$ cat config.mk
export PLATFORM = sky130hd
export DESIGN_NAME = stream_route_fifo
export DESIGN_NICKNAME = d
export VERILOG_FILES = /design/src/rtl/stream_route_fifo.sv
export SDC_FILE = /design/constraint.sdc
export NUM_CORES = 1
export LEC_CHECK = 0
export ABC_CLOCK_PERIOD_IN_PS = 4900
export BUFFER_PORTS_ARGS = -buffer_cell sky130_fd_sc_hd__buf_2
export CAP_MARGIN = 20
export CORE_ASPECT_RATIO = 0.5
export CORE_MARGIN = 3
export CORE_UTILIZATION = 25
export DETAILED_ROUTE_END_ITERATION = 7
export GPL_ROUTABILITY_DRIVEN = 0
export PLACE_DENSITY = 0.49
export SLEW_MARGIN = 20
export SYNTH_ARGS = -nofsm -noshare
export SYNTH_HDL_FRONTEND = slang
export SYNTH_SLANG_ARGS = --single-unit
$ cat constraint.sdc
create_clock -name clk -period 4.9 [get_ports clk]
set_input_delay 0.49 -clock clk [delete_from_list [all_inputs] [get_ports clk]]
set_output_delay 0.49 -clock clk [all_outputs]
set_load 0.1 [all_outputs]
$ cat src/rtl/stream_route_fifo.sv
// Byte FIFO feeding NUM_CH AXI-Stream lanes with a per-packet locked destination.
// Define STREAM_ROUTE_AUTOLAST_EN to derive tlast from pkt_len instead of din_last.
module stream_route_fifo #(
    parameter int unsigned DATA_W = 8,
    parameter int unsigned DEPTH  = 16,
    parameter int unsigned NUM_CH = 5,
    parameter int unsigned SEL_W  = 3,
    parameter int unsigned CNT_W  = $clog2(DEPTH + 1)
) (
    input  logic              clk,
    input  logic              rst,
    input  logic [DATA_W-1:0] din,
    input  logic              din_last,
    input  logic              push,
    input  logic              op_en,
    input  logic [SEL_W-1:0]  sel,
    input  logic [15:0]       pkt_len,
    output logic [DATA_W-1:0] m_tdata,
    output logic [NUM_CH-1:0] m_tvalid,
    input  logic [NUM_CH-1:0] m_tready,
    output logic              m_tlast,
    output logic [CNT_W-1:0]  buff_count,
    output logic              empty,
    output logic              full,
    output logic              overflow,
    output logic              busy,
    output logic [7:0]        drop_cnt
);

    localparam int unsigned AW = $clog2(DEPTH);

    typedef enum logic [1:0] {StIdle, StStream, StDrop} state_e;

    state_e             state_q, state_d;
    logic [SEL_W-1:0]   ch_q, ch_d;
    logic [AW-1:0]      wr_ptr_q, wr_ptr_d;
    logic [AW-1:0]      rd_ptr_q, rd_ptr_d;
    logic [CNT_W-1:0]   count_q, count_d;
    logic               overflow_q, overflow_d;
    logic [7:0]         drop_cnt_q, drop_cnt_d;
    logic [DATA_W:0]    mem_q [DEPTH];

    logic [DATA_W:0]    head;
    logic               head_last;
    logic               empty_s, full_s;
    logic               push_ok, pop;
    logic               ready_sel;
    logic               sel_ok;

`ifdef STREAM_ROUTE_AUTOLAST_EN
    logic [15:0]        beat_q, beat_d;
    logic [15:0]        len_m1_q, len_m1_d;
    logic               unused_last;

    assign unused_last = head[DATA_W];
    assign head_last   = (beat_q == len_m1_q);
`else
    logic               unused_pkt_len;

    assign unused_pkt_len = ^pkt_len;
    assign head_last      = head[DATA_W];
`endif

    assign head    = mem_q[rd_ptr_q];
    assign empty_s = (count_q == '0);
    assign full_s  = (count_q == CNT_W'(DEPTH));
    assign push_ok = push && !full_s;
    assign sel_ok  = (32'(sel) < NUM_CH);

    // m_tready of lanes other than the locked one has no effect.
    always_comb begin
        ready_sel = 1'b0;
        for (int i = 0; i < int'(NUM_CH); i++) begin
            if (ch_q == SEL_W'(i)) begin
                ready_sel = m_tready[i];
            end
        end
    end

    always_comb begin
        state_d    = state_q;
        ch_d       = ch_q;
        pop        = 1'b0;
        drop_cnt_d = drop_cnt_q;
`ifdef STREAM_ROUTE_AUTOLAST_EN
        beat_d     = beat_q;
        len_m1_d   = len_m1_q;
`endif
        unique case (state_q)
            StIdle: begin
                if (op_en && !empty_s) begin
                    ch_d    = sel;
                    state_d = sel_ok ? StStream : StDrop;
`ifdef STREAM_ROUTE_AUTOLAST_EN
                    beat_d   = 16'd0;
                    len_m1_d = (pkt_len == 16'd0) ? 16'd0 : pkt_len - 16'd1;
`endif
                end
            end
            StStream: begin
                if (!empty_s && ready_sel) begin
                    pop = 1'b1;
                    if (head_last) begin
                        state_d = StIdle;
                    end
                end
            end
            StDrop: begin
                if (!empty_s) begin
                    pop = 1'b1;
                    if (drop_cnt_q != 8'hFF) begin
                        drop_cnt_d = drop_cnt_q + 8'd1;
                    end
                    if (head_last) begin
                        state_d = StIdle;
                    end
                end
            end
            default: state_d = StIdle;
        endcase
`ifdef STREAM_ROUTE_AUTOLAST_EN
        if (pop) begin
            beat_d = beat_q + 16'd1;
        end
`endif
    end

    always_comb begin
        wr_ptr_d   = push_ok ? wr_ptr_q + AW'(1) : wr_ptr_q;
        rd_ptr_d   = pop ? rd_ptr_q + AW'(1) : rd_ptr_q;
        overflow_d = overflow_q | (push && full_s);
        count_d    = count_q;
        if (push_ok && !pop) begin
            count_d = count_q + CNT_W'(1);
        end else if (!push_ok && pop) begin
            count_d = count_q - CNT_W'(1);
        end
    end

    always_comb begin
        m_tvalid = '0;
        for (int i = 0; i < int'(NUM_CH); i++) begin
            m_tvalid[i] = (state_q == StStream) && !empty_s && (ch_q == SEL_W'(i));
        end
    end

    always_ff @(posedge clk) begin
        if (!rst) begin
            state_q    <= StIdle;
            ch_q       <= '0;
            wr_ptr_q   <= '0;
            rd_ptr_q   <= '0;
            count_q    <= '0;
            overflow_q <= 1'b0;
            drop_cnt_q <= 8'd0;
`ifdef STREAM_ROUTE_AUTOLAST_EN
            beat_q     <= 16'd0;
            len_m1_q   <= 16'd0;
`endif
        end else begin
            state_q    <= state_d;
            ch_q       <= ch_d;
            wr_ptr_q   <= wr_ptr_d;
            rd_ptr_q   <= rd_ptr_d;
            count_q    <= count_d;
            overflow_q <= overflow_d;
            drop_cnt_q <= drop_cnt_d;
`ifdef STREAM_ROUTE_AUTOLAST_EN
            beat_q     <= beat_d;
            len_m1_q   <= len_m1_d;
`endif
        end
    end

    // Storage needs no reset; occupancy is tracked by the pointers.
    always_ff @(posedge clk) begin
        if (push_ok) begin
            mem_q[wr_ptr_q] <= {din_last, din};
        end
    end

    assign m_tdata    = head[DATA_W-1:0];
    assign m_tlast    = head_last;
    assign buff_count = count_q;
    assign empty      = empty_s;
    assign full       = full_s;
    assign overflow   = overflow_q;
    assign busy       = (state_q != StIdle);
    assign drop_cnt   = drop_cnt_q;

endmodule

[Yosys cells after proc, flatten, opt, wreduce, memory -nomap -nowiden]
Memories as Yosys holds them, arrays and structs flattened. A register that Yosys moved wholly into a read port is not among the register bits.
Cells that the tools add are included.
Word-level totals
  latch bits: 0
  memory bits (read-only): 0
  bits of input ports: 37
  word-level logic and storage cells: 71
  memories: 1
  register bits: 27
  output and inout port bits: 31
  RAM bits: 144
Memory list
  mem_q: depth 16, bits a word 9, read ports 1, clocked after memory_dff 1, wr ports 1, RTL line 41  | logic [DATA_W:0] mem_q [DEPTH];
Operators by class
  shift-type cells: 0
  order comparisons: 1
  reduce and logical (&&, ||, !) cells: 24
  $mul: 0
  div/mod/pow operators: 0
  bitwise gates (word level): 2
  equal/unequal tests: 11
  multiplexer cells: 20
  add/sub/neg operators: 5
Operators by type and width (count)
  $logic_and A1 B1 Y1: 12
  $mux W2: 5
  $mux W5: 2
  $mux W1: 9
  $add A4 B1 Y4 const B: 2
  $add A8 B1 Y8 const B: 1
  $mux W4: 2
  $ne A8 B8 Y1 const B: 1
  $eq A3 B2 Y1 const B: 2
  $ne A2 B2 Y1 const B: 3
  $pmux W2 S3: 1
  $reduce_and A3 Y1: 2
  $add A5 B1 Y5 const B: 1
  $eq A5 B5 Y1 const B: 1
  $logic_not A5 Y1: 1
  $sub A5 B1 Y5 const B: 1
  $logic_not A1 Y1: 4
  $reduce_bool A2 Y1: 2
  $eq A3 B1 Y1 const B: 1
  $eq A3 B3 Y1 const B: 1
  $logic_not A3 Y1: 1
  $lt A3 B3 Y1 const B: 1
  $eq A2 B1 Y1 const B: 1
  $eq A2 B2 Y1 const B: 1
  5 further kinds: 5

[Longest topological paths before layout]
Gate-level depths: netlist (run 1).
  depth in word-level cells: 12
  gate-level depth with buffers: 15

[Worst setup path after synthesis (run 1)]
No wires, ideal clock.
  path type: register -> output
  start point: reg count_q[0] (netlist: buff_count[0])
  end point: out m_tvalid[2]
  buffers on the path: 1
  path slack: -0.257 ns
  arrival: 4.667 ns
  cell stages (with the launch flop): 6
  required time: 4.410 ns
  cells stage by stage: dfxtp_1 -> nor4_1 -> nand2b_1 -> buf_2 -> nand2_1 -> nor4b_1
On the way
  cells in the longest elaborated chain, start to end: 4
Ends and longest elaborated chain
  start, declared: RTL line 38  | logic [CNT_W-1:0] count_q, count_d;
  start signal, assigned: RTL line 165  | count_q <= count_d;
  $logic_not A5 Y1: RTL line 65  | assign empty_s = (count_q == '0);
  $logic_not A1 Y1: RTL line 143  | m_tvalid[i] = (state_q == StStream) && !empty_s && (ch_q == SEL_W'(i));
  $logic_and A1 B1 Y1 (2 in series): RTL line 143
  end, declared: RTL line 19  | output logic [NUM_CH-1:0] m_tvalid,
Every way passes these cells.

==> impl_metrics.py, run 1 <==
metrics = {
    "clock_network": {
        "post_cts_buffers": 0,
        "cts_max_level": 4,
        "clk_pin_slew_worst_paths_ps": 60,
        "cts_resized": 0,
        "ctsRootBufferMaster": "clkbuf_16",
        "clock_path_buffers": 2,
        "clk_latency_ps": 430,
        "cts_made_buffers": 17,
        "hold_buffers": 0,
        "cts_tree": "built",
        "clock-sinks": 175,
    },
    "die": {
        "boundaryPins": 68,
        "dieArea_um2": 31500,
        "core_um2": 28200,
        "start_util_pct": 25.9,
        "die_w_um": 248,
        "die_h_um": 127,
        "rows": 43,
    },
    "synth": {
        "synth.distinct_cells": 46,
        "ys_ff_latch": 175,
        "synth_xor_xnor_area_share_pct": 1.79,
        "synthAdderAreaFrac_pct": 2.67,
        "synth_top_family_by_area": "multiplexers",
        "synth_fp_nets": 472,
        "synth_area_leader_cell": "edfxtp_1",
        "syn-mean-instance-area_um2": 17.4,
        "synth_compound_area_share_pct": 2.14,
        "synth-edff-count": 144,
        "yosysMostFrequentCell": "edfxtp_1",
        "synth_flop_cell": "edfxtp_1",
        "synth_area_um2": 7320,
        "syn_inst": 420,
        "yosysWarnings": 0,
        "ys_seq_area_share_pct": 67.5,
        "synth_top_cell_area_share_pct": 59.1,
        "synthTopCellsByArea": "edfxtp_1 (59%), dfxtp_1 (8.5%), mux4_1 (8.3%)",
        "async_flop_share_pct": 0,
        "muxShareOfSynthArea_pct": 15.8,
        "yosys.area_share.simple_pct": 7.52,
        "synth_commonest_cells": "edfxtp_1 (144), dfxtp_1 (31), nand2_1 (24)",
    },
    "drt": {
        "drcViolationCount": 0,
        "antenna_left": 0,
        "routedWlPerCell_um": 17.2,
        "dr.pass1.iters": 4,
        "via_count": 3771,
        "routed_via_density": 4.30,
        "routed_wl_um": 15100,
        "drt_iter0_markers": 267,
    },
    "finish": {
        "syn_to_final_growth_pct": 17.5,
        "fin_cells": 877,
        "final_layout_size_suffix_gt1_share_pct": 25.3,
        "diodes": 0,
        "seqCellArea_um2": 4950,
        "nFillCells": 2784,
        "multi_input_area_um2": 2210,
        "fin_nets": 534,
    },
    "sta": {
        "fin_tns_setup_ps": 0,
        "fmax_mhz": 297,
        "finalSetupViolations": 0,
        "worstMarginPinSlew_ps": 828,
        "hold_viol": 0,
        "clock_skew_ps": 12.4,
        "rsz0062_at_grt": "false",
        "slew_violations": 0,
        "fin_crit_ps": 3370,
        "timing.hold.ws_ps": 349,
        "slew_headroom_pct": 44.7,
        "finalCritPeriodShare_pct": 68.8,
    },
    "global_routing": {
        "grt_max_degree": 37,
        "grtUsageTotal_pct": 10.0,
        "antenna_found_initial": 0,
        "grt_pass1_wl_um": 23400,
        "overflow": 0,
        "grt_pass1_vias": 3911,
    },
    "power_and_ir_drop": {
        "ir_drop_uv": 405,
        "power_frac_comb_pct": 25.4,
        "p_int_w": 0.00263,
        "powerDensity_nw_per_um2": 471,
        "p_leak_nw": 2.90,
        "p_switching_w": 0.00142,
        "pwr-share-seq_pct": 43.2,
        "power_frac_clock_pct": 31.5,
        "switching_share_pct": 35.0,
    },
    "setup_path": {
        "crit_required_ps": 4410,
        "critPathKind": "flip-flop to output pin",
        "critical_path_arrival_ps": 2880,
        "path_max_fanout": 32,
        "cp-end-kind": "output pin",
        "start_kind": "flip-flop",
    },
    "place": {
        "dpl.hpwl_um": 9430,
        "placed_cells": 845,
        "io_buffers": 51,
    },
    "flow_run": {
        "drv_cap": 0,
    },
    "worst_hold_path": {
        "holdCritPathClass": "input port to flip-flop",
    },
    "run_status": {
        "status": "finished clean",
    },
}
[stage by stage]
stage | total power, W | cell area [µm²] | util (%) | setup slack [ps]
finish | 0.00405 | 8610 | 30.5 | 1530
global route | 0.00424 | 8610 | 30.5 | 1300
CTS | 0.00411 | 8600 | 30.5 | 1460
detailed placement | 0.00282 | 8050 | 28.5 | 1630
global placement | 0.00281 | 8010 | 28.3 | 1650
floorplan | 0.00263 | 7330 | - | 28.8
[final timing paths]
| check | from | to | slack, ps | cells past startpoint |
|---|---|---|---|---|
| worst max-delay path | flip-flop | m_tdata[4] | 1530 | 4 |
| worst min-delay path | push | overflow$_SDFF_PN0_ | 350 | 3 |
| worst max register to register | ch_q[1]$_SDFFE_PN0P_ | buff_count[4]$_SDFFE_PN0P_ | 1680 | 14 |
| worst min register to register | state_q[1]$_SDFFE_PN0P_ | state_q[1]$_SDFFE_PN0P_ | 490 | 2 |
[routing by layer]
metal | routed length [µm] | track usage, %
met1 | 7450 | 14.3
met2 | 6910 | 15.0
met3 | 574 | 2.77
met4 | 135 | 2.88
met5 | 0 | 0
[worst max-delay path, stage by stage (launching register included)]
cell     delay, ps
dfxtp_2        420
buf_4          550
mux4_1         650
mux4_2         500
buf_2          320
[flip-flops by register name, summed over array words and instances (netlist names), named ones only]
signal,flops
overflow,1
drop_cnt,8
rd_ptr_q,4
mem_q,144
buff_count,5
wr_ptr_q,4
state_q,2
ch_q,3
[cells in the final DEF (no fill, tap or decap), types with 3 or more instances in the layout]
master and instances:
edfxtp_1 144, buf_2 51, dfxtp_1 29, nand2_1 24
mux4_1 23, mux4_2 19, and2_1 18, clkbuf_16 17
ha_1 14, nor2_1 13, mux2i_1 11, inv_1 11
buf_4 11, xnor2_1 10, o21ai_0 8, a21oi_1 7
nor2b_1 7, nand3_1 6, nand2b_1 5, nor2_2 5
nand4_1 5, xor2_1 5, nor3_1 4, nand3b_1 3
and3_1 3, a21boi_0 3, inv_6 3, inv_8 3
clkinvlp_4 3, buf_6 3
[final cells by class]
type	instances	area share (%)
clock inverter	15	1.50
sequential	175	57.5
tap	382	5.55
multi-input combinational	212	25.7
inverter	11	0.480
timing repair buffer	65	4.32
clock buffer	17	4.94
[logic make-up (layout without fill, tap and decap cells)]
family,count (synthesis),after routing
simple gates,103,103
buf+inv,33,108
mux,54,54
compound gates,25,25
fa+ha+maj,15,15
xor+xnor,15,15
flops,175,175
[power groups by stage]
stage	combinational [W]	clock (W)	sequential, W
finish	0.00103	0.00128	0.00175
global route	0.00110	0.00138	0.00176
CTS	0.00104	0.00132	0.00175
detailed placement	0.00104	0	0.00178
global placement	0.00103	0	0.00178
floorplan	0.000727	0	0.00191
Power figures use the tool's default switching activity.
==> run 2, diff against run 1 <==
Settings changed: ABC_CLOCK_PERIOD_IN_PS 4900 to 2700, PLACE_DENSITY 0.49 to 0.51.
Clock period 4.9 ns to 2.7 ns, I/O delays scaled along.
==> impl_metrics.py, run 2 (synthesized netlist as in run 1, its figures left out) <==
metrics = {
    "run_status": {
        "status": "finished clean",
    },
    "power_and_ir_drop": {
        "p_int_w": 0.00538,
        "ir_drop_uv": 631,
        "switching_share_pct": 33.4,
        "power_frac_clock_pct": 32.2,
        "p_switching_w": 0.00270,
        "pwr-share-seq_pct": 39.3,
        "p_total_w": 0.00808,
        "power_frac_comb_pct": 28.4,
        "powerDensity_nw_per_um2": 878,
        "p_leak_nw": 3.19,
    },
    "setup_path": {
        "cp-end-kind": "output pin",
        "r2r_start": "ch_q[1]$_SDFFE_PN0P_",
        "worstReg2RegEnd": "buff_count[4]$_SDFFE_PN0P_",
        "regToRegSetupSlack_ps": 70,
        "start_kind": "flip-flop",
        "crit_required_ps": 2430,
        "ff2ff_path_depth": 14,
        "critical_path_arrival_ps": 2360,
        "path_max_fanout": 8,
        "critPathKind": "flip-flop to output pin",
    },
    "worst_hold_path": {
        "holdCritPathClass": "input port to flip-flop",
        "hp-start": "push",
        "min_to": "overflow$_SDFF_PN0_",
        "min_delay_path_depth": 3,
    },
    "global_routing": {
        "grt_pass1_wl_um": 23900,
        "grt_pass1_vias": 4068,
        "overflow": 0,
        "antenna_found_initial": 0,
        "grtUsageTotal_pct": 10.3,
        "grt_max_degree": 37,
    },
    "sta": {
        "worstMarginPinSlew_ps": 555,
        "fmax_mhz": 380,
        "hold_viol": 0,
        "slew_headroom_pct": 62.9,
        "clock_skew_ps": 11.0,
        "fin_crit_ps": 2630,
        "rsz0062_at_grt": "true",
        "slew_violations": 0,
        "finalCritPeriodShare_pct": 97.5,
        "finalSetupViolations": 0,
    },
    "drt": {
        "dr_wl_met3_um": 452,
        "routedWlPerCell_um": 17.0,
        "drt-met1-wl_um": 7590,
        "routed_wl_um": 15600,
        "drcViolationCount": 0,
        "top_layer_used": "met4",
        "dr.pass1.iters": 4,
        "dr_wl_met2_um": 7330,
        "drt_iter0_markers": 242,
        "via_count": 3886,
        "routed_via_density": 4.24,
        "antenna_left": 0,
    },
    "finish": {
        "syn_to_final_growth_pct": 25.7,
        "final_layout_size_suffix_gt1_share_pct": 34.0,
        "largest_reg_flops": 144,
        "fin_nets": 574,
        "diodes": 0,
        "final_common_cell": "edfxtp_1",
        "largest-register": "mem_q",
        "fin_util_pct": 32.6,
        "layout_common_cells": "edfxtp_1 (144), buf_4 (54), buf_2 (43)",
    },
    "flow_run": {
        "drv_cap": 0,
    },
    "place": {
        "io_buffers": 51,
        "dpl.hpwl_um": 9990,
    },
    "clock_network": {
        "clock_path_buffers": 2,
        "cts_max_level": 4,
        "cts_made_buffers": 17,
        "clk_latency_ps": 430,
        "ctsRootBufferMaster": "clkbuf_16",
        "hold_buffers": 0,
        "clk_pin_slew_worst_paths_ps": 70,
        "cts_tree": "built",
        "clock-sinks": 175,
    },
    "die": {
        "dieArea_um2": 31500,
        "die_w_um": 248,
        "boundaryPins": 68,
        "core_um2": 28200,
        "die_h_um": 127,
        "rows": 43,
        "start_util_pct": 25.9,
    },
}
==> run 2: cell count changes in the layout (fill, tap and decap cells not counted), moves of 3 or more <==
cell	change
nor2_1	+3
nor2_2	-4
ha_4	+5
ha_1	-5
buf_12	+6
buf_4	+43
dfxtp_4	+7
bufinv_16	+3
buf_2	-8
dfxtp_1	-6
==> run 2: through the flow <==
stage / hold slack (ps) / instances / setup TNS, ps / cell area [µm²] / setup WS, ps
floorplan: 369 / 420 / -972 / 7400 / -302
global placement: 466 / 880 / -160 / 8400 / -160
detailed placement: 479 / 880 / -185 / 8400 / -185
CTS: 98.6 / 915 / -27.1 / 9120 / -27.1
global route: 142 / 917 / -105 / 9200 / -105
finish: 117 / 917 / 0 / 9200 / 67.1
==> run 2: worst max-delay path by stage <==
stage / from / end / slack (ps) / depth (start not counted)
after detailed placement: ch_q[1]$_SDFFE_PN0P_ / buff_count[4]$_SDFFE_PN0P_ / -190 / 14
after CTS: ch_q[2]$_SDFFE_PN0P_ / buff_count[4]$_SDFFE_PN0P_ / -30 / 14
after global routing: ch_q[2]$_SDFFE_PN0P_ / buff_count[4]$_SDFFE_PN0P_ / -110 / 14
after floorplan: buff_count[1]$_SDFFE_PN0P_ / m_tvalid[2] / -300 / 5
final: flip-flop / m_tdata[6] / 70 / 5
after global placement: ch_q[1]$_SDFFE_PN0P_ / buff_count[4]$_SDFFE_PN0P_ / -160 / 14
==> run 2: cell type report <==
type / count / area [µm²]
tap: 382 / 478
timing repair buffer: 105 / 763
clock inverter: 15 / 200
fill: 2750 / 19000
multi-input combinational: 212 / 2320
clock buffer: 17 / 425
sequential: 175 / 4970
inverter: 11 / 41.3
==> run 2: repair_timing <==
item,in CTS,in global routing
setup endpoints to repair,10,5
pin swaps,1,7
resized for setup,12,15
cloned,0,0
setup buffers,3,2
==> run 2: worst max-delay path: stages, from the launching register on <==
cell	delay, ps
dfxtp_4	380
buf_12	120
buf_12	130
mux4_1	580
mux4_2	470
buf_4	250
==> run 2: routing by layer <==
layer  global-route usage [%]  vias to the layer above
met5                        0                        -
met4                     3.29                        0
met3                     2.37                       14
met2                     16.3                       58
met1                     14.1                     1967
li1                         -                     1847
==> run 2: power by group through the flow <==
stage          sequential [W]  combinational [W]  clock [W]
2_1_floorplan         0.00349            0.00136          0
3_3_place_gp          0.00324            0.00213          0
3_5_place_dp          0.00325            0.00215          0
4_1_cts               0.00318            0.00223    0.00267
5_1_grt               0.00320            0.00246    0.00279
6_report              0.00318            0.00230    0.00260
